[src/rtl/execute_stage.sv]
// execute_stage: EX stage of the pipelined MIPS datapath.
// Resolves EX/MEM and MEM/WB operand forwarding, computes the ALU result and
// the branch target, runs a shift-add multiplier behind a busy handshake and
// registers everything into an EX/MEM output register with bubble, stall and
// flush control.

module execute_stage #(
    parameter int WIDTH    = 32,  // datapath width, at least 8
    parameter int REG_BITS = 5,   // register-index width
    parameter bit MUL_EN   = 1'b1 // 1: funct 011000 multiplies, 0: it adds
) (
    input  logic                clk,
    input  logic                rst,
    // pipeline handshake
    input  logic                in_valid,
    input  logic                stall_in,
    input  logic                flush,
    // control carried through to later stages
    input  logic [1:0]          wb_ctl,
    input  logic [2:0]          m_ctl,       // {branch, memread, memwrite}
    input  logic                regdst,
    input  logic                alusrc,
    input  logic [1:0]          aluop,
    // ID/EX datapath
    input  logic [WIDTH-1:0]    npc,
    input  logic [WIDTH-1:0]    rdata1,
    input  logic [WIDTH-1:0]    rdata2,
    input  logic [WIDTH-1:0]    s_extend,
    input  logic [REG_BITS-1:0] rs,
    input  logic [REG_BITS-1:0] rt,
    input  logic [REG_BITS-1:0] rd,
    // forwarding sources
    input  logic                exmem_regwrite,
    input  logic                memwb_regwrite,
    input  logic [REG_BITS-1:0] exmem_rd,
    input  logic [REG_BITS-1:0] memwb_rd,
    input  logic [WIDTH-1:0]    exmem_value,
    input  logic [WIDTH-1:0]    memwb_value,
    // upstream hold request
    output logic                busy,
    // EX/MEM output register
    output logic                out_valid,
    output logic [1:0]          wb_ctlout,
    output logic                branch,
    output logic                memread,
    output logic                memwrite,
    output logic [WIDTH-1:0]    add_result,
    output logic                zero,
    output logic [WIDTH-1:0]    alu_result,
    output logic [WIDTH-1:0]    rdata2out,
    output logic [REG_BITS-1:0] dest_reg
);

    localparam int CNT_W = $clog2(WIDTH + 1);

    localparam logic [1:0] ALU_ADD = 2'b00;
    localparam logic [1:0] ALU_SUB = 2'b01;
    localparam logic [1:0] ALU_FN  = 2'b10;
    localparam logic [1:0] ALU_SLT = 2'b11;

    localparam logic [5:0] FN_ADD  = 6'b100000;
    localparam logic [5:0] FN_SUB  = 6'b100010;
    localparam logic [5:0] FN_AND  = 6'b100100;
    localparam logic [5:0] FN_OR   = 6'b100101;
    localparam logic [5:0] FN_SLT  = 6'b101010;
    localparam logic [5:0] FN_MULT = 6'b011000;

    typedef enum logic [1:0] {
        S_IDLE,
        S_MUL,
        S_DONE
    } state_t;

    state_t              state;
    logic [CNT_W-1:0]    count;

    logic [WIDTH-1:0]    op_a;
    logic [WIDTH-1:0]    fwd_b;
    logic [WIDTH-1:0]    op_b;
    logic [WIDTH-1:0]    alu_out;
    logic [WIDTH-1:0]    target;
    logic [REG_BITS-1:0] dest_sel;
    logic [5:0]          funct;
    logic                signed_lt;
    logic                is_mul;
    logic                accept;

    // multiplier working registers and the instruction held while it runs
    logic [WIDTH-1:0]    mcand;
    logic [WIDTH-1:0]    mplier;
    logic [WIDTH-1:0]    acc;
    logic [1:0]          hold_wb;
    logic [2:0]          hold_m;
    logic [REG_BITS-1:0] hold_dest;
    logic [WIDTH-1:0]    hold_target;
    logic [WIDTH-1:0]    hold_rdata2;

    assign funct     = s_extend[5:0];
    assign op_b      = alusrc ? s_extend : fwd_b;
    assign signed_lt = $signed(op_a) < $signed(op_b);
    assign target    = npc + (s_extend << 2);
    assign dest_sel  = regdst ? rd : rt;

    // A multiply in flight or a stalled memory stage blocks new instructions.
    assign busy   = (state != S_IDLE) | stall_in;
    assign accept = in_valid & ~busy;

    // Operand forwarding: the younger EX/MEM result wins over MEM/WB; r0 never forwards.
    always_comb begin
        // NOTE: every output of a combinational block gets a default first so no latch is inferred.
        op_a  = rdata1;
        fwd_b = rdata2;
        if (exmem_regwrite && (exmem_rd != '0) && (exmem_rd == rs)) begin
            op_a = exmem_value;
        end else if (memwb_regwrite && (memwb_rd != '0) && (memwb_rd == rs)) begin
            op_a = memwb_value;
        end
        if (exmem_regwrite && (exmem_rd != '0) && (exmem_rd == rt)) begin
            fwd_b = exmem_value;
        end else if (memwb_regwrite && (memwb_rd != '0) && (memwb_rd == rt)) begin
            fwd_b = memwb_value;
        end
    end

    // Single-cycle ALU; unknown functs fall back to add, and mult is flagged for the FSM.
    always_comb begin
        alu_out = op_a + op_b;
        is_mul  = 1'b0;
        case (aluop)
            ALU_ADD: alu_out = op_a + op_b;
            ALU_SUB: alu_out = op_a - op_b;
            ALU_SLT: alu_out = {{(WIDTH-1){1'b0}}, signed_lt};
            ALU_FN: begin
                case (funct)
                    FN_SUB:  alu_out = op_a - op_b;
                    FN_AND:  alu_out = op_a & op_b;
                    FN_OR:   alu_out = op_a | op_b;
                    FN_SLT:  alu_out = {{(WIDTH-1){1'b0}}, signed_lt};
                    FN_MULT: is_mul  = MUL_EN;
                    FN_ADD:  alu_out = op_a + op_b;
                    default: alu_out = op_a + op_b;
                endcase
            end
            default: alu_out = op_a + op_b;
        endcase
    end

    // Multiplier sequencer: IDLE -> MUL for WIDTH steps -> DONE until the output loads.
    always_ff @(posedge clk) begin
        // NOTE: sequential state is only ever assigned with non-blocking assignments.
        if (rst) begin
            state <= S_IDLE;
            count <= '0;
        end else if (flush) begin
            state <= S_IDLE;
        end else begin
            case (state)
                S_IDLE: begin
                    if (accept && is_mul) begin
                        state <= S_MUL;
                        count <= CNT_W'(WIDTH);
                    end
                end
                S_MUL: begin
                    count <= count - 1'b1;
                    if (count == CNT_W'(1)) begin
                        state <= S_DONE;
                    end
                end
                S_DONE: begin
                    if (!stall_in) begin
                        state <= S_IDLE;
                    end
                end
                default: state <= S_IDLE;
            endcase
        end
    end

    // Shift-add datapath: freezes operands and control at accept, then adds one partial product per cycle.
    always_ff @(posedge clk) begin
        // NOTE: these registers need no reset; state decides when their contents are meaningful.
        if ((state == S_IDLE) && accept && is_mul) begin
            mcand       <= op_a;
            mplier      <= op_b;
            acc         <= '0;
            hold_wb     <= wb_ctl;
            hold_m      <= m_ctl;
            hold_dest   <= dest_sel;
            hold_target <= target;
            hold_rdata2 <= fwd_b;
        end else if (state == S_MUL) begin
            if (mplier[0]) begin
                acc <= acc + mcand;
            end
            mcand  <= mcand << 1;
            mplier <= mplier >> 1;
        end
    end

    // EX/MEM output register: flush beats stall, stall holds, otherwise load a result or a bubble.
    always_ff @(posedge clk) begin
        if (rst) begin
            out_valid  <= 1'b0;
            wb_ctlout  <= '0;
            branch     <= 1'b0;
            memread    <= 1'b0;
            memwrite   <= 1'b0;
            zero       <= 1'b0;
            alu_result <= '0;
            rdata2out  <= '0;
            add_result <= '0;
            dest_reg   <= '0;
        end else if (flush) begin
            out_valid <= 1'b0;
            wb_ctlout <= '0;
            branch    <= 1'b0;
            memread   <= 1'b0;
            memwrite  <= 1'b0;
        end else if (stall_in) begin
            out_valid <= out_valid;
        end else if (state == S_DONE) begin
            out_valid                   <= 1'b1;
            wb_ctlout                   <= hold_wb;
            {branch, memread, memwrite} <= hold_m;
            alu_result                  <= acc;
            zero                        <= (acc == '0);
            rdata2out                   <= hold_rdata2;
            add_result                  <= hold_target;
            dest_reg                    <= hold_dest;
        end else if ((state == S_IDLE) && accept && !is_mul) begin
            out_valid                   <= 1'b1;
            wb_ctlout                   <= wb_ctl;
            {branch, memread, memwrite} <= m_ctl;
            alu_result                  <= alu_out;
            zero                        <= (alu_out == '0);
            rdata2out                   <= fwd_b;
            add_result                  <= target;
            dest_reg                    <= dest_sel;
        end else begin
            out_valid <= 1'b0;
            wb_ctlout <= '0;
            branch    <= 1'b0;
            memread   <= 1'b0;
            memwrite  <= 1'b0;
        end
    end

endmodule

[config.mk]
export PLATFORM = sky130hd
export DESIGN_NAME = execute_stage
export DESIGN_NICKNAME = d
export VERILOG_FILES = /design/src/rtl/execute_stage.sv
export SDC_FILE = /design/constraint.sdc
export NUM_CORES = 1
export LEC_CHECK = 0
export CORE_AREA = 2 2 151 300
export CTS_CLUSTER_SIZE = 12
export DETAILED_ROUTE_END_ITERATION = 8
export DIE_AREA = 0 0 153 302
export PLACE_DENSITY = 0.85
export SETUP_SLACK_MARGIN = 0.1
export SLEW_MARGIN = 25
export SYNTH_ARGS = -nofsm -noshare
export SYNTH_HDL_FRONTEND = slang
export SYNTH_SLANG_ARGS = --single-unit
[constraint.sdc]
create_clock -name clk -period 21 [get_ports clk]
set_input_delay 5.25 -clock clk [delete_from_list [all_inputs] [get_ports clk]]
set_output_delay 5.25 -clock clk [all_outputs]
set_load 0.005 [all_outputs]
After elaboration in Yosys (flattened, before gate mapping):

Index checks and enable logic that the tools add are counted.

* bits in registers: 286
* bits of input ports: 233
* output and inout port bits: 109
* logic and storage cells: 117

* add/subtract/negate cells: 5
* $lt $le $gt $ge: 1
* eq/ne operators: 18
* mux-type cells: 40
* bitwise logic cells: 7
* reduce and logical (&&, ||, !) cells: 26

Operator list (number)
* 32-bit two-way mux: 15
* 32-bit one-hot mux with 4 select lines: 2
* 32-bit adder: 3
* 32-bit zero test: 2
* 32-bit bitwise AND: 1
* 32-bit less-than comparator: 1
* 32-bit OR: 1
* 32-bit subtractor: 1
* 6-bit equality test, second input constant: 4
* 5-bit equality test: 4
* 5-bit two-way mux: 3
* 1-bit two-way mux: 12
* 6-bit one-hot mux with 2 select lines: 1
* 1-bit logical AND: 10
* 2-bit two-way mux: 5
* 5-bit nonzero test: 2
* 3-bit AND reduction: 3
* 2-bit nonzero test: 4
* 2-bit equality test, second input constant: 3
* 6-bit by 1-bit equality test with 1-bit output, second input constant: 1
* 6-bit by 5-bit equality test with 1-bit output, second input constant: 1
* 6-bit two-way mux: 1
* 2-bit != test, second input constant: 3
* 2-bit one-hot mux with 3 select lines: 1
* other kinds (9): 13

Logic depth before layout (Yosys ltp):

Gate-level depths: netlist (run 1).

* word-level depth: 12
* mapped depth: 23
* depth with buffers taken out: 22

Least setup slack after synthesis (run 1):

No wires, ideal clock.

* path kind: input to output
* start: input stall_in
* end: output busy
* data arrival time: 5528 ps
* data required time: 15750 ps
* slack: 10222 ps
* stages: 2
* path buffers: 0
* cells stage by stage: nor3_1 -> inv_1

* word-level cells in the longest chain between the ends: 1

Ends and longest elaborated chain
* start, declared: RTL line 16 `input logic stall_in,`
* 1-bit OR: RTL line 105 `assign busy = (state != S_IDLE) | stall_in;`
* end, declared: RTL line 40 `output logic busy,`

No other way between the ends.

Final worst setup path (run 1):

Same ends and word-level chain as after synthesis.

==> summary.md, run 1 <==
| Metric | Value |
|---|---|
| Synth warnings | `0` |
| Leakage power | `around 10 nW` |
| DR iter-0 viols | `around 1900` |
| Worst endpoint data arrival time | `just under 7 ns` |
| H-tree depth | `1` |
| WL final | `roughly 95 mm` |
| Worst setup SP type | `input port` |
| R2R setup slack | `approximately 17 ns` |
| Vias per Instance | `6.41` |
| Clock transition at path regs | `about 0.06 ns` |
| Wire per inst | `approximately 27 µm` |
| Final hold slack | `around 0.45 ns` |
| Syn Nets | `~3100` |
| Rows | `~110` |
| Worst EP required | `15.75 ns` |
| Final setup viols | `0` |
| Antenna Nets Post-Route | `0` |
| GRT Total Usage | `0.396` |
| Worst min path class | `flip-flop to flip-flop` |
| Rel. slew slack | `0.272` |
| Crit path max-delay family | `buffers and inverters` |
| Layout net count | `between 3000 and 4000` |
| Clk buf depth | `3` |
| Effective utilization at floorplan | `0.491` |
| Reg-to-reg critical path startpoint | `mcand[0]` |
| Critical Path Fanout Max | `14` |
| Placed cell areas | `0.0252 mm²` |
| R2R cell count | `15` |
| Tmin final | `about 12 ns` |
| Fin area | `between 0.02 and 0.03 mm²` |
| Vias in the first global route | `22700` |
| Post-route setup slack | `8.98 ns` |
| Post-synthesis register bit count | `roughly 290` |
| Cells after synthesis | `about 2700` |
| Largest net degree at the start of global routing | `between 80 and 90` |
| CTS tree | `done` |
| Critical path type | `input port to output pin` |
| Die area | `about 0.046 mm²` |
| Status | `finished, final reports clean` |
| Netlist cell types | `roughly 100` |
| Final Hold Fails | `0` |
| Post-synth EDFFs | `around 140` |
| Num CTS Buffers | `29` |
| Clk_skew | `roughly 0.025 ns` |
| Area growth syn-to-layout | `20.7%` |
| Final Slew Violations | `0` |
| Yosys top cell area share | `0.192` |
| Skew-Pair Late Insertion Delay | `0.60 ns` |
| Root cell of the clock tree | `clkbuf_16` |
| Initial antenna violation count | `5` |
| Remaining DRCs | `0` |
| Placer Congestion | `1.03` |
| Buffers & Inverters on Critical Path | `3` |
| CP cell instances | `clkdlybuf4s50_1, nor3_1, inv_1, clkdlybuf4s50_1` |
| Critical R2R Capture | `acc[30]` |
| Worst Hold Path Cells | `2` |
| Worst-Margin Slew | `around 1.1 ns` |
| Synth area leaders | `edfxtp_1 19%, dfxtp_1 14%, ha_1 9.1%, a21oi_1 6.1%, nand2_1 5.8%` |
| DIE WIDTH | `153 µm` |
| RSZ-0062 raised after global routing | `no` |
| Core ar. | `~0.044 mm²` |
| Period utilization | `0.572` |
| Sequential fraction of the synthesis area | `0.329` |
| PortBufs | `341` |
| Final core occ | `0.593` |
| Max cap viols | `0` |
| TNS Setup | `0 ns` |
| Hpwl dp | `between 70 and 80 mm` |
| Top cell type by total area after synthesis | `edfxtp_1` |
| Global-route wire length before repair | `139 mm` |
| Slowest cell delay on critical path | `between 0.6 and 0.7 ns` |
| Commonest cells post-synth | `335 x nand2_1, 315 x nor2_1, 262 x a21oi_1` |
| Worst Hold End | `dest_reg[1]` |
| Pre-CTS WS | `slightly below 9 ns` |
| Worst-path cell with the longest stage delay | `clkdlybuf4s50_1` |
| Synthesized area | `0.0216 mm²` |
| Post-CTS Resized | `0` |
| Count leader, synth | `nand2_1` |
| Async SR Flop Fraction | `0` |
| Vias | `between 20000 and 25000` |
| Layout cells sized above 1 | `0.0439` |
| Setup bufs post-CTS | `0` |
| Most common cell on crit path | `clkdlybuf4s50_1` |
| Die height | `302 µm` |
| Filler instances | `between 3000 and 4000` |
| Mapped Avg Cell Area | `roughly 8.1 µm²` |
| Worst setup EP type | `output pin` |
| I/O Pins | `342` |
| Clk sinks | `~290` |
| Power Density | `~63 mW/mm²` |
| Hold_sp | `dest_reg[1]` |
| Fmax | `slightly above 0.08 GHz` |
| Hold buffers post-CTS | `0` |
| DR pass1 iterations | `6` |
| Global route total overflow | `0` |
| Main flop type after synthesis | `dfxtp_1` |
| VDD IR max | `0.0578 mV` |
worst max path at each step:
stage / startpoint / endpoint / slack, ns / depth (start not counted)
2_1_floorplan: stall_in / busy / 10.22 / 2
3_3_place_gp: memwb_rd[3] / zero / 8.88 / 21
3_5_place_dp: memwb_rd[1] / zero / 8.79 / 22
4_1_cts: stall_in / busy / 8.99 / 4
5_1_grt: stall_in / busy / 8.85 / 4
6_report: stall_in / busy / 8.98 / 4
per-layer routing:
| metal | wire [µm] | vias up | track usage |
|---|---|---|---|
| met5 | 0 | - | 0 |
| met4 | 10400 | 0 | 0.355 |
| li1 | - | 10000 | - |
| met3 | 6920 | 417 | 0.0603 |
| met1 | 31200 | 10600 | 0.403 |
| met2 | 46100 | 1237 | 0.699 |
through the flow:
| stage | cells | power, mW |
|---|---|---|
| 2_1_floorplan | 2656 | 0.938 |
| 3_3_place_gp | 3419 | 1.13 |
| 3_5_place_dp | 3419 | 1.14 |
| 4_1_cts | 3471 | 1.63 |
| 5_1_grt | 3476 | 1.70 |
| 6_report | 3476 | 1.64 |
placed cells by master (no fill, tap or decap), types with 15 or more instances in the layout:
| cell | count |
|---|---|
| xor2_1 | 26 |
| a21oi_1 | 262 |
| nand2_1 | 334 |
| a31oi_1 | 21 |
| buf_4 | 31 |
| or3_1 | 26 |
| ha_1 | 158 |
| a311oi_1 | 54 |
| xnor2_1 | 92 |
| clkbuf_1 | 15 |
| edfxtp_1 | 138 |
| nor2b_1 | 21 |
| nor3_1 | 44 |
| a211oi_1 | 55 |
| inv_1 | 119 |
| nand4_1 | 18 |
| o21bai_1 | 23 |
| nor4_1 | 19 |
| nand3_1 | 28 |
| clkdlybuf4s50_1 | 338 |
| o21ai_0 | 196 |
| nor2_1 | 313 |
| o21a_1 | 19 |
| mux2i_1 | 112 |
| clkbuf_16 | 29 |
| a21o_1 | 30 |
| dfxtp_1 | 148 |
area by class of cell:
| type | instances | area (µm²) | area share |
|---|---|---|---|
| diodes | 5 | 12.5 | 0.000479 |
| clock buffers | 46 | 810 | 0.0310 |
| clock inverters | 6 | 51.3 | 0.00196 |
| inverters | 122 | 464 | 0.0178 |
| multi-input cells | 2085 | 13300 | 0.511 |
| flip-flops and latches | 286 | 7110 | 0.272 |
| well taps | 555 | 694 | 0.0266 |
| repair buffers | 371 | 3630 | 0.139 |
cell families after synthesis:
| kind of cell | synth area share |
|---|---|
| AND/OR/NAND/NOR | 0.180 |
| AO/OA/AOI/OAI | 0.236 |
| multiplexers | 0.0550 |
| XOR/XNOR | 0.0478 |
| flip-flops | 0.329 |
| adder cells (fa/ha/maj) | 0.0951 |
| buffers and inverters | 0.0576 |
worst register-to-register path, delay by kind of cell (launching register included):
kind,cells,cell delay [ns]
AOI/OAI and AO/OA,10,3.12
and+or+nand+nor,1,0.06
buffers and inverters,1,0.09
DFF,1,0.45
adders and majority gates,2,0.47
xor gates and xnor gates,1,0.17
where the power goes:
| group | total [mW] | switching, mW | internal, mW |
|---|---|---|---|
| registers | 0.608 | 0.0114 | 0.597 |
| clock network | 0.499 | 0.235 | 0.265 |
| logic | 0.535 | 0.329 | 0.205 |
| total | 1.64 | 0.575 | 1.07 |
Note: power is estimated with default switching activity, not from simulation.
==> run 2: changes to the inputs <==
- clock period: 21 -> 12.57 ns (I/O delays scaled with it)
==> run 2 against run 1 <==
  * Sequential cell count did not move
  * Largest cell class unchanged
  * Register-to-register slack got worse by 8.5 ns
  * Via count barely moved
  * Final cell count barely moved
  * Clock skew fell by 0.0081 ns
  * Worst hold slack improved by 0.0060 ns
  * Global-route usage fell by 0.16 points
==> summary.md, run 2 (same netlist as run 1, synthesis figures left out) <==
| Metric | Value |
|---|---|
| TNS Setup | `0 ns (unchanged)` |
| Num CTS Buffers | `29 (unchanged)` |
| Area growth syn-to-layout | `20.8% (about the same)` |
| Status | `finished, final reports clean` |
| Antenna Nets Post-Route | `0 (unchanged)` |
| Area occupied by multi-input gates | `0.0133 mm² (about the same)` |
| Rel. slew slack | `0.209 (-0.0637)` |
| Clock transition at path regs | `0.07 ns (about the same)` |
| Total power | `2.74 mW (+67%)` |
| R2R setup slack | `8.06 ns (-8.46 ns)` |
| Commonest non-fill, non-tap cell in the layout | `clkdlybuf4s50_1` |
| Logic pwr share | `0.324 (-0.002)` |
| Clk buf depth | `3 (unchanged)` |
| Critical path type | `input port to flip-flop` |
| Clk_skew | `0.0169 ns (-0.00809 ns)` |
| Global-route wire length before repair | `139 mm (-0.34%)` |
| H-tree depth | `1 (unchanged)` |
| Core ar. | `0.0441 mm² (unchanged)` |
| Register area | `0.00711 mm² (unchanged)` |
| Vias | `22300 (-0.0090%)` |
| Worst setup SP type | `input port` |
| Placed cell areas | `0.0253 mm² (about the same)` |
| Worst Hold End | `alu_result[26]` |
| Post-CTS Resized | `0 (unchanged)` |
| Rows | `109 (unchanged)` |
| DR pass1 iterations | `6 (unchanged)` |
| Final setup viols | `0 (unchanged)` |
| WL met2 | `45.3 mm (-1.8%)` |
| RSZ-0062 raised after global routing | `no` |
| Filler instances | `3889 (+1.4%)` |
| Final hold slack | `0.458 ns (+0.00604 ns)` |
| Critical Path Fanout Max | `32 (+18)` |
| Hold buffers post-CTS | `0 (unchanged)` |
| Period utilization | `0.762` |
| R2R cell count | `15 (unchanged)` |
| DIE WIDTH | `153 µm (unchanged)` |
| Fmax | `approximately 0.10 GHz` |
| PortBufs | `341 (unchanged)` |
| Placer Congestion | `1.04 (+0.29%)` |
| DP Cell Count | `3422 (+0.088%)` |
| Layout net count | `3293 (+0.091%)` |
| Clk sinks | `286 (unchanged)` |
| Most frequent cells in the layout | `338 x clkdlybuf4s50_1, 334 x nand2_1, 314 x nor2_1` |
| Cell Count, Final, Fillers Out | `3479 (+0.086%)` |
| WL final | `93.8 mm (-0.86%)` |
| Effective utilization at floorplan | `0.491 (unchanged)` |
| Worst min path class | `flip-flop to flip-flop` |
| Setup bufs post-CTS | `0 (unchanged)` |
| Initial antenna violation count | `3 (-2)` |
| VDD IR max | `0.107 mV (+85%)` |
| Largest net degree at the start of global routing | `95 (+6.7%)` |
| Sw frac | `0.348 (-0.00236)` |
| DR iter-0 viols | `1969 (+2.3%)` |
| Leakage power | `10.0 nW (+0.10%)` |
| Power Density | `105 mW/mm² (+67%)` |
| Die height | `302 µm (unchanged)` |
| Critical R2R Capture | `acc[30]` |
| Reg power frac | `0.371 (about the same)` |
| Vias per Instance | `6.40 (about the same)` |
| Final Slew Violations | `0 (unchanged)` |
| Post-Route M1 WL | `31.0 mm (-0.54%)` |
| Wire per inst | `27.0 µm (-0.94%)` |
| Highest metal used | `met4` |
| Remaining DRCs | `0 (unchanged)` |
| Worst Hold Path Cells | `2 (unchanged)` |
| Clock Power Share | `0.305 (about the same)` |
| Fin area | `0.0261 mm² (about the same)` |
| GRT Total Usage | `0.395 (-0.00155)` |
| Die area | `0.0462 mm² (unchanged)` |
| Int Power | `1.79 mW (+68%)` |
| Root cell of the clock tree | `clkbuf_16` |
| WL met3 | `6.76 mm (-2.3%)` |
| Tmin final | `approximately 9.6 ns` |
| Vias in the first global route | `22500 (-0.94%)` |
| Max cap viols | `0 (unchanged)` |
| I/O Pins | `342 (unchanged)` |
| Hpwl dp | `73.1 mm (-0.73%)` |
| Worst-Margin Slew | `1.18 ns (+0.0912 ns)` |
| NetSw | `954 µW (+66%)` |
| Layout cells sized above 1 | `0.0438 (-0.0000751)` |
| Reg-to-reg critical path startpoint | `mcand[0]` |
| Global route total overflow | `0 (unchanged)` |
| Skew-Pair Late Insertion Delay | `0.59 ns (about the same)` |
| CTS tree | `done` |
| Hold_sp | `alu_result[26]` |
| Worst endpoint data arrival time | `10.09 ns (+3.32 ns)` |
| Final Hold Fails | `0 (unchanged)` |
| Worst EP required | `13.08 ns (-2.67 ns)` |
| Worst setup EP type | `flip-flop` |
-- run 2: changes by cell type in the layout (fill, tap and decap cells not counted), sizes merged --
| cell | before | now |
|---|---|---|
| inv | 121 | 120 |
| clkbuf | 46 | 49 |
| buf | 33 | 36 |
| diode | 5 | 3 |
-- run 2: worst max-delay path by stage --
stage / slack [ns] / endpoint / from
6_report: 2.99 / zero / memwb_rd[3]
5_1_grt: 2.71 / zero / memwb_rd[3]
4_1_cts: 3.18 / zero / memwb_rd[3]
3_5_place_dp: 2.60 / zero / memwb_rd[3]
3_3_place_gp: 2.68 / zero / memwb_rd[3]
2_1_floorplan: 4.50 / zero / memwb_rd[4]
-- run 2: per-stage QoR --
stage / util / setup slack, ns
after global routing: 0.593 / 2.71
after CTS: 0.593 / 3.18
final: 0.593 / 2.99
after global placement: 0.573 / 2.68
after floorplan: - / 4.50
after detailed placement: 0.573 / 2.60
-- run 2: per-layer routing --
layer / GRT usage / vias up
met4: 0.362 / 0
met3: 0.0560 / 428
met5: 0 / -
met1: 0.407 / 10600
met2: 0.689 / 1230
li1: - / 10100
-- run 2: area by class of cell --
type,count,share of cell area
antenna,3,0.000287
multi-input combinational,2085,0.511
sequential,286,0.272
timing repair buffer,374,0.140
clock inverter,5,0.00129
tap,555,0.0266
inverter,122,0.0178
clock buffer,49,0.0318
-- run 2: critical path: stages --
cell,delay [ns]
clkdlybuf4s50_1,0.59
or4_1,0.16
o21ai_0,0.14
nor4_2,0.36
buf_4,0.60
mux2i_1,0.28
o21ai_0,0.23
mux2i_1,0.53
inv_1,0.10
ha_1,0.43
inv_1,0.40
o2111ai_1,0.19
o311ai_1,0.29
o31a_1,0.29
a211o_1,0.32
nand4_2,0.18
a211oi_1,0.45
o21bai_1,0.19
a221oi_1,0.58
and4b_1,0.26
nand4_1,0.13
o22ai_1,0.21
-- run 2: power by group through the flow --
stage / combinational [mW] / clock (mW) / sequential, mW
after global placement: 0.852 / 0 / 1.04
after CTS: 0.868 / 0.845 / 1.02
after global routing: 0.945 / 0.874 / 1.02
after floorplan: 0.537 / 0 / 1.03
final: 0.888 / 0.838 / 1.02
after detailed placement: 0.862 / 0 / 1.04
==> run 3: changes to the inputs <==
- PLACE_DENSITY: 0.85 -> 0.88
- clock period: 12.57 -> 7.7 ns (I/O delays scaled with it)
==> run 3 against run 2 <==
  * Final area increased by 9.5%
  * Wire length increased by 3.4%
  * Critical endpoint unchanged
  * Largest power group is now combinational cells
  * Largest cell class unchanged
  * First-iteration DRC count increased by 1.7%
  * Sequential share of layout area decreased by 2.4 points
==> summary.md, run 3 (same netlist as run 1, synthesis figures left out) <==
| Metric | Value |
|---|---|
| Die height | `302 µm (unchanged)` |
| WP depth | `26 (+18%)` |
| Final hold slack | `0.463 ns (+0.00511 ns)` |
| Wire per inst | `25.6 µm (-5.1%)` |
| Rows | `109 (unchanged)` |
| Antenna Nets Post-Route | `0 (unchanged)` |
| Worst Hold Path Cells | `2 (unchanged)` |
| Period utilization | `0.949` |
| WL final | `97.0 mm (+3.4%)` |
| Worst min path class | `flip-flop to flip-flop` |
| Crit path max-delay family | `buffers and inverters` |
| H-tree depth | `1 (unchanged)` |
| Final setup viols | `0 (unchanged)` |
| Leakage power | `11.6 nW (+15%)` |
| Worst-path cell with the longest stage delay | `nor4_4` |
| Hold buffers post-CTS | `0 (unchanged)` |
| RSZ-0062 raised after global routing | `no` |
| Initial antenna violation count | `7 (+4)` |
| Largest net degree at the start of global routing | `112 (+18%)` |
| Placer Congestion | `1.09 (+5.1%)` |
| Fmax | `0.137 GHz` |
| Placed cell areas | `0.0277 mm² (+9.6%)` |
| R2R cell count | `15 (unchanged)` |
| Filler instances | `3643 (-6.3%)` |
| Effective utilization at floorplan | `0.491 (unchanged)` |
| Remaining DRCs | `0 (unchanged)` |
| CTS tree | `done` |
| TNS Setup | `0 ns (unchanged)` |
| Vias per Instance | `6.19 (-3.4%)` |
| DIE WIDTH | `153 µm (unchanged)` |
| Worst EP required | `8.22 ns (-4.86 ns)` |
| Layout net count | `3603 (+9.4%)` |
| Critical Path Fanout Max | `20 (-38%)` |
| Area occupied by multi-input gates | `0.0134 mm² (+0.23%)` |
| Global route total overflow | `0 (unchanged)` |
| PortBufs | `341 (unchanged)` |
| Area growth syn-to-layout | `32.3%` |
| Worst setup SP type | `input port` |
| Num CTS Buffers | `29 (unchanged)` |
| Skew-Pair Late Insertion Delay | `0.60 ns (about the same)` |
| Clock transition at path regs | `0.06 ns (about the same)` |
| Clk buf depth | `3 (unchanged)` |
| Vias in the first global route | `23900 (+6.5%)` |
| I/O Pins | `342 (unchanged)` |
| Post-route setup slack | `0.393 ns (-2.59 ns)` |
| Total power | `4.82 mW (+76%)` |
| Root cell of the clock tree | `clkbuf_16` |
| GRT Total Usage | `0.407 (+0.0122)` |
| Layout cells sized above 1 | `0.136 (+0.0927)` |
| Clk_skew | `0.0256 ns (+0.00868 ns)` |
| Buffers & Inverters on Critical Path | `8 (+4)` |
| Fin area | `0.0286 mm² (+9.5%)` |
| Critical path type | `input port to flip-flop` |
| Commonest non-fill, non-tap cell in the layout | `clkdlybuf4s50_1` |
| Clk sinks | `286 (unchanged)` |
| Register area | `0.00711 mm² (unchanged)` |
| Final Hold Fails | `0 (unchanged)` |
| Vias | `23500 (+5.3%)` |
| Setup bufs post-CTS | `0 (unchanged)` |
| Core ar. | `0.0441 mm² (unchanged)` |
| Most common cell on crit path | `buf_4` |
| Power Density | `168 mW/mm² (+60%)` |
| Rel. slew slack | `0.308 (+0.0988)` |
| Most frequent cells in the layout | `339 x clkdlybuf4s50_1, 335 x buf_4, 334 x nand2_1` |
| Tmin final | `roughly 7.3 ns` |
| VDD IR max | `0.164 mV (+53%)` |
| Slowest cell delay on critical path | `0.49 ns (-0.11 ns)` |
| Pre-CTS WS | `-0.461 ns (-3.06 ns)` |
| Worst setup EP type | `flip-flop` |
| Final Slew Violations | `0 (unchanged)` |
| Worst endpoint data arrival time | `7.82 ns (-2.27 ns)` |
| Global-route wire length before repair | `143 mm (+3.4%)` |
| Die area | `0.0462 mm² (unchanged)` |
| DR iter-0 viols | `2002 (+1.7%)` |
| DR pass1 iterations | `7 (+1)` |
| Status | `finished, final reports clean` |
| Max cap viols | `0 (unchanged)` |
| Hpwl dp | `76.0 mm (+3.9%)` |
| Worst-Margin Slew | `1.03 ns (-0.151 ns)` |
run 3: cell count changes in the layout (fill, tap and decap cells not counted), sizes merged:
cell and delta:
clkinv -1, diode +2, buf +309, clkbuf +1
clkdlybuf4s50 +1, clkinvlp -1, inv +1
run 3: per-stage QoR:
step | std cells | utilization
after floorplan | 2656 | -
after global placement | 3732 | 0.629
after detailed placement | 3732 | 0.629
after CTS | 3786 | 0.649
after global routing | 3791 | 0.650
final | 3791 | 0.650
run 3: worst paths after layout:
kind                 endpoint         from  slack, ns
hold / removal    dest_reg[4]  dest_reg[4]       0.46
hold reg to reg   dest_reg[4]  dest_reg[4]       0.46
setup reg to reg      acc[30]     mcand[0]       3.47
setup / recovery         zero  memwb_rd[0]       0.39
run 3: power by group:
group,total (mW),switching [mW],internal [mW]
clock,1.39,0.643,0.747
sequential,1.66,0.0315,1.63
combinational,1.77,0.966,0.801
total,4.82,1.64,3.18
run 3: repair_timing:
item	4_1_cts	5_1_grt
hold endpoints to repair	0	0
setup endpoints to repair	1	7
gates resized for setup	1	5
run 3: area by class of cell:
type,count,share of cell area
clock buffers,50,0.0296
clock inverters,4,0.00140
well taps,555,0.0243
diodes,5,0.000437
inverters,122,0.0162
flip-flops and latches,286,0.248
multi-input cells,2085,0.467
repair buffers,684,0.213
run 3: tightest hold or removal path: cells and delay by family, from the launching register on:
family,cells,cell delay [ns]
flip-flops,1,0.31
AO/OA/AOI/OAI,1,0.05
AND/OR/NAND/NOR,1,0.05
run 3: routing by layer:
metal,track usage,share of wire
met1,0.425,0.34
met5,0,0.00015
met4,0.388,0.12
met2,0.700,0.48
met3,0.0542,0.065
